### src/rtl/key_debounce_bank_if.sv
// Key bank signal bundle: raw active-low KEY pins in, debounced
// level and press/release pulses out.
interface key_debounce_bank_if #(
   parameter int NUM_KEYS = 4
);
   logic [NUM_KEYS-1:0] KEY;
   logic [NUM_KEYS-1:0] key_level;
   logic [NUM_KEYS-1:0] key_press;
   logic [NUM_KEYS-1:0] key_release;

   modport master (
      output KEY,
      input  key_level,
      input  key_press,
      input  key_release
   );

   modport slave (
      input  KEY,
      output key_level,
      output key_press,
      output key_release
   );
endinterface

### src/rtl/key_debounce_bank.sv
// Multi-channel key synchroniser, debouncer and edge-pulse generator.
// Optional auto-repeat of key_press while held: define KEY_REPEAT_EN.
module key_debounce_bank #(
   parameter int NUM_KEYS        = 4,
   parameter int DEBOUNCE_CYCLES = 500000,
   parameter int SYNC_STAGES     = 2,
   parameter int REPEAT_DELAY    = 25000000,
   parameter int REPEAT_PERIOD   = 5000000
) (
   input logic           clk,
   input logic           rst_n,
   key_debounce_bank_if.slave kb
);

   localparam int CW = $clog2(DEBOUNCE_CYCLES + 1);
   localparam logic [CW-1:0] CNT_MAX = CW'(DEBOUNCE_CYCLES);

   typedef enum logic [1:0] {
      IDLE,
      PRESS_PEND,
      PRESSED,
      REL_PEND
   } st_t;

   if (NUM_KEYS < 1 || DEBOUNCE_CYCLES < 1 || SYNC_STAGES < 2 ||
       REPEAT_DELAY < 1 || REPEAT_PERIOD < 1) begin : g_bad_cfg
      $error("key_debounce_bank: illegal parameter set");
   end

`ifdef KEY_REPEAT_EN
   localparam int RMAX = (REPEAT_DELAY > REPEAT_PERIOD) ?
                         REPEAT_DELAY : REPEAT_PERIOD;
   localparam int RW = $clog2(RMAX + 1);
   localparam logic [RW-1:0] REP_FIRST = RW'(REPEAT_DELAY - 1);
   localparam logic [RW-1:0] REP_NEXT  = RW'(REPEAT_PERIOD - 1);
`endif

   logic [NUM_KEYS-1:0] level_v;
   logic [NUM_KEYS-1:0] press_v;
   logic [NUM_KEYS-1:0] release_v;

   for (genvar g = 0; g < NUM_KEYS; g++) begin : g_ch
      logic [SYNC_STAGES-1:0] sync_q;
      logic                   s;
      st_t                    state_q, state_d;
      logic [CW-1:0]          cnt_q, cnt_d;
      logic                   level_q, level_d;
      logic                   press_q, press_d;
      logic                   release_q, release_d;
`ifdef KEY_REPEAT_EN
      logic [RW-1:0]          rep_q, rep_d;
      logic                   first_q, first_d;
      logic                   rep_fire;
`endif

      // Idle-high pins: reset the chain to "released".
      always_ff @(posedge clk or negedge rst_n) begin
         if (!rst_n) sync_q <= '1;
         else        sync_q <= {sync_q[SYNC_STAGES-2:0], kb.KEY[g]};
      end

      assign s = ~sync_q[SYNC_STAGES-1];

      always_ff @(posedge clk or negedge rst_n) begin
         if (!rst_n) begin
            state_q   <= IDLE;
            cnt_q     <= '0;
            level_q   <= 1'b0;
            press_q   <= 1'b0;
            release_q <= 1'b0;
`ifdef KEY_REPEAT_EN
            rep_q     <= '0;
            first_q   <= 1'b1;
`endif
         end else begin
            state_q   <= state_d;
            cnt_q     <= cnt_d;
            level_q   <= level_d;
            press_q   <= press_d;
            release_q <= release_d;
`ifdef KEY_REPEAT_EN
            rep_q     <= rep_d;
            first_q   <= first_d;
`endif
         end
      end

      always_comb begin
         state_d = state_q;
         cnt_d   = cnt_q;
         unique case (state_q)
            IDLE: begin
               if (s) begin
                  state_d = PRESS_PEND;
                  cnt_d   = CW'(1);
               end
            end
            PRESS_PEND: begin
               if (!s) begin
                  state_d = IDLE;
                  cnt_d   = '0;
               end else if (cnt_q == CNT_MAX) begin
                  state_d = PRESSED;
                  cnt_d   = '0;
               end else begin
                  cnt_d = cnt_q + CW'(1);
               end
            end
            PRESSED: begin
               if (!s) begin
                  state_d = REL_PEND;
                  cnt_d   = CW'(1);
               end
            end
            REL_PEND: begin
               if (s) begin
                  state_d = PRESSED;
                  cnt_d   = '0;
               end else if (cnt_q == CNT_MAX) begin
                  state_d = IDLE;
                  cnt_d   = '0;
               end else begin
                  cnt_d = cnt_q + CW'(1);
               end
            end
            default: begin
               state_d = IDLE;
               cnt_d   = '0;
            end
         endcase
      end

`ifdef KEY_REPEAT_EN
      // Repeat timer only runs across PRESSED->PRESSED cycles.
      always_comb begin
         rep_d    = '0;
         first_d  = 1'b1;
         rep_fire = 1'b0;
         if (state_q == PRESSED && state_d == PRESSED) begin
            first_d = first_q;
            if (rep_q == (first_q ? REP_FIRST : REP_NEXT)) begin
               rep_fire = 1'b1;
               first_d  = 1'b0;
            end else begin
               rep_d = rep_q + RW'(1);
            end
         end
      end
`endif

      always_comb begin
         level_d   = (state_d == PRESSED) || (state_d == REL_PEND);
         press_d   = (state_q == PRESS_PEND) && (state_d == PRESSED);
         release_d = (state_q == REL_PEND) && (state_d == IDLE);
`ifdef KEY_REPEAT_EN
         press_d   = press_d | rep_fire;
`endif
      end

      assign level_v[g]   = level_q;
      assign press_v[g]   = press_q;
      assign release_v[g] = release_q;
   end

   assign kb.key_level   = level_v;
   assign kb.key_press   = press_v;
   assign kb.key_release = release_v;

endmodule

### src/flat_wrapper.sv
// flat-port wrapper written by rule: the top's interface ports become plain ports
module key_debounce_bank_flat 
#(
   parameter int NUM_KEYS        = 4,
   parameter int DEBOUNCE_CYCLES = 500000,
   parameter int SYNC_STAGES     = 2,
   parameter int REPEAT_DELAY    = 25000000,
   parameter int REPEAT_PERIOD   = 5000000
)
  (clk, rst_n, kb_KEY, kb_key_level, kb_key_press, kb_key_release);
  key_debounce_bank_if #(.NUM_KEYS(NUM_KEYS)) kb_i ();
  input logic clk;
  input logic rst_n;
  input wire logic [$bits(kb_i.KEY)-1:0] kb_KEY;
  output wire logic [$bits(kb_i.key_level)-1:0] kb_key_level;
  output wire logic [$bits(kb_i.key_press)-1:0] kb_key_press;
  output wire logic [$bits(kb_i.key_release)-1:0] kb_key_release;
  assign kb_i.KEY = kb_KEY;
  assign kb_key_level = kb_i.key_level;
  assign kb_key_press = kb_i.key_press;
  assign kb_key_release = kb_i.key_release;
  key_debounce_bank #(.NUM_KEYS(NUM_KEYS), .DEBOUNCE_CYCLES(DEBOUNCE_CYCLES), .SYNC_STAGES(SYNC_STAGES), .REPEAT_DELAY(REPEAT_DELAY), .REPEAT_PERIOD(REPEAT_PERIOD)) u_core (.clk(clk), .rst_n(rst_n), .kb(kb_i));
endmodule
### config.mk
export PLATFORM = sky130hd
export DESIGN_NAME = key_debounce_bank_flat
export DESIGN_NICKNAME = d
export VERILOG_FILES = /design/src/rtl/key_debounce_bank_if.sv /design/src/rtl/key_debounce_bank.sv /design/src/flat_wrapper.sv
export SDC_FILE = /design/constraint.sdc
export NUM_CORES = 1
export LEC_CHECK = 0
export CAP_MARGIN = 20
export CORE_MARGIN = 5
export CORE_UTILIZATION = 60
export CTS_CLUSTER_SIZE = 14
export DETAILED_ROUTE_END_ITERATION = 12
export HOLD_SLACK_MARGIN = 0.12
export MAX_ROUTING_LAYER = met4
export PLACE_DENSITY = 0.77
export SETUP_SLACK_MARGIN = 0.3
export SKIP_LAST_GASP = 1
export SLEW_MARGIN = 30
export SYNTH_ARGS = -nofsm -noshare
export SYNTH_HDL_FRONTEND = slang
export SYNTH_SLANG_ARGS = --single-unit
export TNS_END_PERCENT = 5
### constraint.sdc
create_clock -name clk -period 4.83 [get_ports clk]
set_input_delay 1.2075 -clock clk [delete_from_list [all_inputs] [get_ports clk]]
set_output_delay 1.2075 -clock clk [all_outputs]
set_load 0.02 [all_outputs]
==> results.md, run 1 <==
* Post-Route WL at 10900 µm
* Vias/cell at approximately 6.3
* Max Fclk at 397 MHz
* Sequential share of the synthesized area at 0.479
* Ant. Diodes at 0
* Final Max Tran Viols at 0
* Count leader, synth: dfrtp_1
* DR vias at 4292
* Port buffer count at 17
* Final TNS setup at 0 ps
* Adder and majority cell fraction of the synthesized area at 0.0184
* IO Pins at 18
* Setup-failing EPs final at 0
* Synthesis Warnings at 0
* Gpl congestion at 0.838
* Max-Cap Viols at 0
* Floorplan row count at 34
* Dominant cell type by area after synthesis: dfrtp_1
* Longest Clk Path Bufs at 2
* Post-synthesis mux area share at 0.0239
* DRT Pass-1 Iters at 4
* Post-CTS Hold Buffers at 0
* Worst hold slack at 359 ps
* Largest cells by area after synthesis: dfrtp_1 44%, a31oi_1 5.0%, nand2_1 4.8%
* Crit path arrival time at 1310 ps
* Postcts setup bufs at 0
* Post-synth EDFFs at 0
* Post-route cell area at approximately 5800 µm²
* Initial core utilization at 0.619
* Cell family with most CP delay: buffers and inverters
* Core area at 8810 µm²
* RSZ-0062 raised after global routing: false
* Final min period at 2520 ps
* Total global-route track usage at 0.212
* Die X at 105 µm
* Fraction of synthesized cell area in xor and xnor cells at 0.0209
* Crit-path cells: clkdlybuf4s50_1
* Fin nets at 580
* WS Path Type: reg2out
* Antenna violations before repair at 0
* Hold Crit Class: reg2reg
* Layout cell share with drive strength beyond 1 at 0.0736
* Buf/Inv on CP at 1
* Simple-Gate Fraction of Synth Area at 0.237
* Top FF cell, synth: dfrtp_1
* Antenna viol nets, final at 0
* Dpl ws at about 2400 ps
* Avg Inst Size Synth at between 9 and 10 µm²
* Setup crit start kind: flop
* Syn Inst Count at 570
* CTS Buf Count at 9
* Clock-pin slew on the worst setup and hold paths at 100 ps
* Syn Nets at 584
* Area growth syn-to-layout at 6.26%
* Mapped Area at ~5500 µm²
* Setup ws final at 2310 ps
* WL per Instance at 16.0 µm
* Post-route DRC at 0
* Post-synth top cells: 96 x dfrtp_1, 70 x nand2_1, 44 x a31oi_1, 39 x nand3_1, 28 x a21oi_1
* Placed cell areas at 5570 µm²
* Iteration-0 DRC Markers at 162
* Largest net degree at the start of global routing at 72
* CTS tree: yes
* Final hold vios at 0
* Count of cell types in the netlist at between 50 and 60
* Worst slew margin at 0.506
* Status: finished, final reports clean
* Number of global-route vias before repair at roughly 4200
* PwrDens at 288 nW/µm²
* Die H at ~110 µm
* Largest family of logic cells by synthesized area: simple AND/OR/NAND/NOR gates
* Final period util at 0.522
* Crit Path Max Fanout at 1
* CP required at between 3000 and 4000 ps
* PostCTS Resize Cnt at 0
* Top cell type's share of synthesized area at 0.441
* First-pass GRT wire length at 19200 µm
* Root Buffer: clkbuf_8
* Total grt overflow at 0
* Slowest CP cell: clkdlybuf4s50_1
* Largest stage delay on the critical path at about 600 ps
* Worst-Margin Slew at roughly 740 ps
* Async SR Flop Fraction at 1.00
* #FFs+latches synth at 104
* Crit. End Element: primary output
* H-tree Lvls at 3
* Worst-skew pair later-pin latency at 360 ps
* LEAKAGE at 2.46 nW
* Post-layout util at 0.658
* Worst VDD drop at 0.000234 V
* DP HPWL at 7370 µm
* Synth Area in Compound Gates at 0.169
* R2r setup slk at 2580 ps
* Clk sinks at about 100
* Clk_skew at slightly above 10 ps
* Die area at 11100 µm²
## placed cells by master (no fill, tap or decap), drive strengths merged, types with 2 or more instances in the layout
cell	n
a41oi	6
dfstp	8
a21o	17
a21oi	29
ha	8
nand2b	9
and3	6
nand4	20
xnor2	10
a22o	10
buf	2
or2	4
nor3	21
and4	6
o21ai	21
dfrtp	96
nand2	71
o21a	4
or4	8
nand3	39
nand4bb	2
inv	16
mux2i	13
nand4b	5
bufinv	2
a31oi	44
clkbuf	13
nor2	26
xor2	3
clkdlybuf4s50	16
nor4	6
and2	12
o31a	3
or3	2
o211ai	3
## where the power goes
part           internal [mW]  total (mW)  switching (mW)
clock                  0.307       0.594           0.286
combinational         0.0493       0.134          0.0846
sequential             0.901       0.941          0.0404
total                   1.26        1.67           0.411
## state kept, by name, summed over array words and instances, names as in the netlist
signal and count:
u_core.g_ch.cnt_q 76, u_core.g_ch.press_q 4, u_core.g_ch.sync_q 8, u_core.g_ch.state_q 8, u_core.g_ch.level_q 4, u_core.g_ch.release_q 4
## worst paths after layout
check,startpoint,to,depth (start not counted)
max,u_core.g_ch[3].press_q,kb_key_press[3],1
min,u_core.g_ch[0].sync_q[0],u_core.g_ch[0].sync_q[1],0
max reg2reg,u_core.g_ch[2].cnt_q[0],u_core.g_ch[2].cnt_q[8],7
min reg2reg,u_core.g_ch[0].sync_q[0],u_core.g_ch[0].sync_q[1],0
max in group asynchronous,rst_n,u_core.g_ch[2].cnt_q[13],2
min in group asynchronous,rst_n,u_core.g_ch[0].cnt_q[4],1
## layer usage
metal / vias up / routed length (µm) / GRT usage
met2: 87 / 5300 / 0.343
li1: 2085 / - / -
met3: 7 / 434 / 0.0397
met1: 2113 / 5060 / 0.269
met5: - / 0 / -
met4: 0 / 86 / 0.0750
## layout make-up
cell class	count	area (µm²)
repair buffers	18	179
inverters	16	60.1
flip-flops and latches	104	2610
well taps	108	135
clock buffers	13	149
fillers	697	3010
clock inverters	3	67.6
multi-input cells	417	2590
## metrics by stage
step | cells | power [mW]
floorplan | 570 | 1.04
global placement | 663 | 1.08
detailed placement | 663 | 1.09
CTS | 679 | 1.68
global route | 679 | 1.74
finish | 679 | 1.67
## cells by family (layout without fill, tap and decap cells)
| logic type | after synthesis | after routing |
|---|---|---|
| buffers and inverters | 49 | 50 |
| adder cells (fa/ha/maj) | 8 | 8 |
| AO/OA/AOI/OAI | 141 | 141 |
| XOR/XNOR | 13 | 13 |
| AND/OR/NAND/NOR | 242 | 242 |
| flip-flops | 104 | 104 |
| multiplexers | 13 | 13 |
(Power assumes the default switching activity.)
==> run 2: changes to the inputs <==
clock period = 2.39 ns   (was 4.83 ns; I/O delays follow)
==> results.md, run 2 (synthesis gave the netlist of run 1 again) <==
* Status: finished, final reports clean
* Core area at 8810 µm² (unchanged)
* Layout cell share with drive strength beyond 1 at 0.120 (+0.0466)
* Placed cell areas at 5680 µm² (+2.0%)
* Dpl ws at 112 ps (-2310 ps)
* Post-Route WL at 11300 µm (+3.6%)
* Die H at 105 µm (unchanged)
* Die X at 105 µm (unchanged)
* Max Fclk at 468 MHz
* Floorplan row count at 34 (unchanged)
* Clk_skew at 14.3 ps (+4.02 ps)
* Largest register FFs at 76 (unchanged)
* CTS tree: yes
* DRT Pass-1 Iters at 6 (+2)
* Crit. End Element: flop
* Total global-route track usage at 0.217 (+0.00466)
* Net Sw Frac at 0.276 (+0.0299)
* Vias/cell at 6.33 (+0.13%)
* WS Path Type: reg2reg
* Post-route cell area at 5950 µm² (+2.7%)
* Worst-Margin Slew at 711 ps (-29.1 ps)
* Port buffer count at 17 (unchanged)
* RSZ-0062 raised after global routing: true
* Most frequent cells in the layout: 95 x dfrtp_1, 70 x nand2_1, 44 x a31oi_1
* Final hold vios at 0 (unchanged)
* Die area at 11100 µm² (unchanged)
* Total power at 3.26 mW (+95%)
* Crit path arrival time at 2400 ps (+1090 ps)
* Clock-pin slew on the worst setup and hold paths at 110 ps (about the same)
* Reg power frac at 0.584 (+0.020)
* Final TNS setup at 0 ps (unchanged)
* Crit-path cells: or4_1, nor3_2, a21oi_4, buf_4, a21o_1, a22o_1
* Largest net degree at the start of global routing at 57 (-21%)
* Most common cell after layout, fill and taps aside: dfrtp_1
* H-tree Lvls at 3 (unchanged)
* Register with the most flip-flops: u_core.g_ch.cnt_q
* Ant. Diodes at 0 (unchanged)
* Number of global-route vias before repair at 4344 (+3.0%)
* Slowest CP cell: or4_1
* Setup-failing EPs final at 0 (unchanged)
* Switching power total at 901 µW (+120%)
* Max-Cap Viols at 0 (unchanged)
* Crit Path Max Fanout at 13 (+12)
* Combinational Power Share at 0.093 (+0.013)
* Internal cell power at 2.36 mW (+88%)
* DR vias at 4424 (+3.1%)
* FILL cells at 669 (-4.0%)
* CP required at 2660 ps (-960 ps)
* Worst slew margin at 0.525 (+0.0187)
* Fin nets at 600 (+3.4%)
* PwrDens at 548 nW/µm² (+90%)
* Total grt overflow at 0 (unchanged)
* Setup ws final at 252 ps (-2060 ps)
* Clk sinks at 104 (unchanged)
* Gpl congestion at 0.856 (+2.1%)
* Worst VDD drop at 0.000384 V (+64%)
* Worst-skew pair later-pin latency at 370 ps (about the same)
* Initial core utilization at 0.619 (unchanged)
* Regs by FF count: u_core.g_ch.cnt_q x76, u_core.g_ch.state_q x8, u_core.g_ch.sync_q x8
* Antenna violations before repair at 0 (unchanged)
* LEAKAGE at 2.54 nW (+3.4%)
* First-pass GRT wire length at 19600 µm (+2.4%)
* IO Pins at 18 (unchanged)
* Final period util at 0.895
* Longest Clk Path Bufs at 2 (unchanged)
* Setup crit start kind: flop
* Final Max Tran Viols at 0 (unchanged)
* Root Buffer: clkbuf_8
* Largest stage delay on the critical path at 590 ps (about the same)
* Clock power frac at 0.322 (-0.034)
* Post-route DRC at 0 (unchanged)
* WL per Instance at 16.1 µm (+0.66%)
* Area growth syn-to-layout at 9.16%
* DP HPWL at 7500 µm (+1.8%)
* Hold Crit Class: in2async
* Iteration-0 DRC Markers at 235 (+45%)
* CTS Buf Count at 9 (unchanged)
* Final min period at 2140 ps
* Antenna viol nets, final at 0 (unchanged)
-- run 2: cell count changes in the layout (fill, tap and decap cells not counted), sizes merged --
| cell | before | now |
|---|---|---|
| a21oi | 29 | 30 |
| buf | 2 | 19 |
| bufinv | 2 | 0 |
| clkinv | 0 | 1 |
| inv | 16 | 19 |
| clkinvlp | 1 | 2 |
| clkbuf | 13 | 10 |
| o31a | 3 | 5 |
-- run 2: worst paths after layout --
path / start / to / slack [ps] / cells past startpoint
worst min register to register: u_core.g_ch[2].sync_q[0] / u_core.g_ch[2].sync_q[1] / 360 / 0
worst max register to register: u_core.g_ch[3].cnt_q[11] / u_core.g_ch[3].cnt_q[4] / 250 / 6
max in group asynchronous: rst_n / u_core.g_ch[0].sync_q[0] / 1610 / 2
worst min-delay path: rst_n / u_core.g_ch[0].cnt_q[7] / 130 / 1
min in group clk: u_core.g_ch[2].sync_q[0] / u_core.g_ch[2].sync_q[1] / 360 / 0
worst max-delay path: u_core.g_ch[3].cnt_q[11] / u_core.g_ch[3].cnt_q[4] / 250 / 6
-- run 2: what timing repair did --
action                                  4_1_cts  5_1_grt
pin swaps                                     0        3
endpoints found under the setup margin       38       66
hold buffers                                  0        0
buffers inserted                              0        2
resized for setup                             1        8
cloned                                        0        3
-- run 2: power by group through the flow --
| stage | Combinational, mW | Clock, mW | Sequential [mW] |
|---|---|---|---|
| 6_report | 0.305 | 1.05 | 1.91 |
| 3_5_place_dp | 0.293 | 0 | 1.93 |
| 2_1_floorplan | 0.197 | 0 | 1.91 |
| 3_3_place_gp | 0.281 | 0 | 1.93 |
| 5_1_grt | 0.347 | 1.16 | 1.92 |
| 4_1_cts | 0.295 | 1.09 | 1.90 |
-- run 2: layout make-up --
cell class,count,area [µm²],share of cell area
multi-input combinational,420,2640,0.444
sequential,104,2610,0.439
timing repair buffer,35,315,0.0530
clock buffer,10,138,0.0231
tap,108,135,0.0227
inverter,16,60.1,0.0101
clock inverter,6,50.0,0.00841
-- run 2: metrics by stage --
step | instances | hold slack, ps | utilization
4_1_cts | 694 | 125 | 0.667
3_3_place_gp | 678 | 346 | 0.645
6_report | 699 | 126 | 0.676
5_1_grt | 699 | 127 | 0.676
3_5_place_dp | 678 | 347 | 0.645
2_1_floorplan | 570 | 302 | -
-- run 2: critical path: cells and delay by family (launching register included) --
kind,cells,cell delay (ps)
compound gates,3,510
simple gates,2,920
buf+inv,1,190
flops,1,400
-- run 2: layer usage --
metal / track usage / vias up / share of wire
met5: - / - / 0
met2: 0.342 / 100 / 0.48
met3: 0.0562 / 6 / 0.054
li1: - / 2129 / -
met1: 0.284 / 2189 / 0.46
met4: 0.0497 / 0 / 0.0075
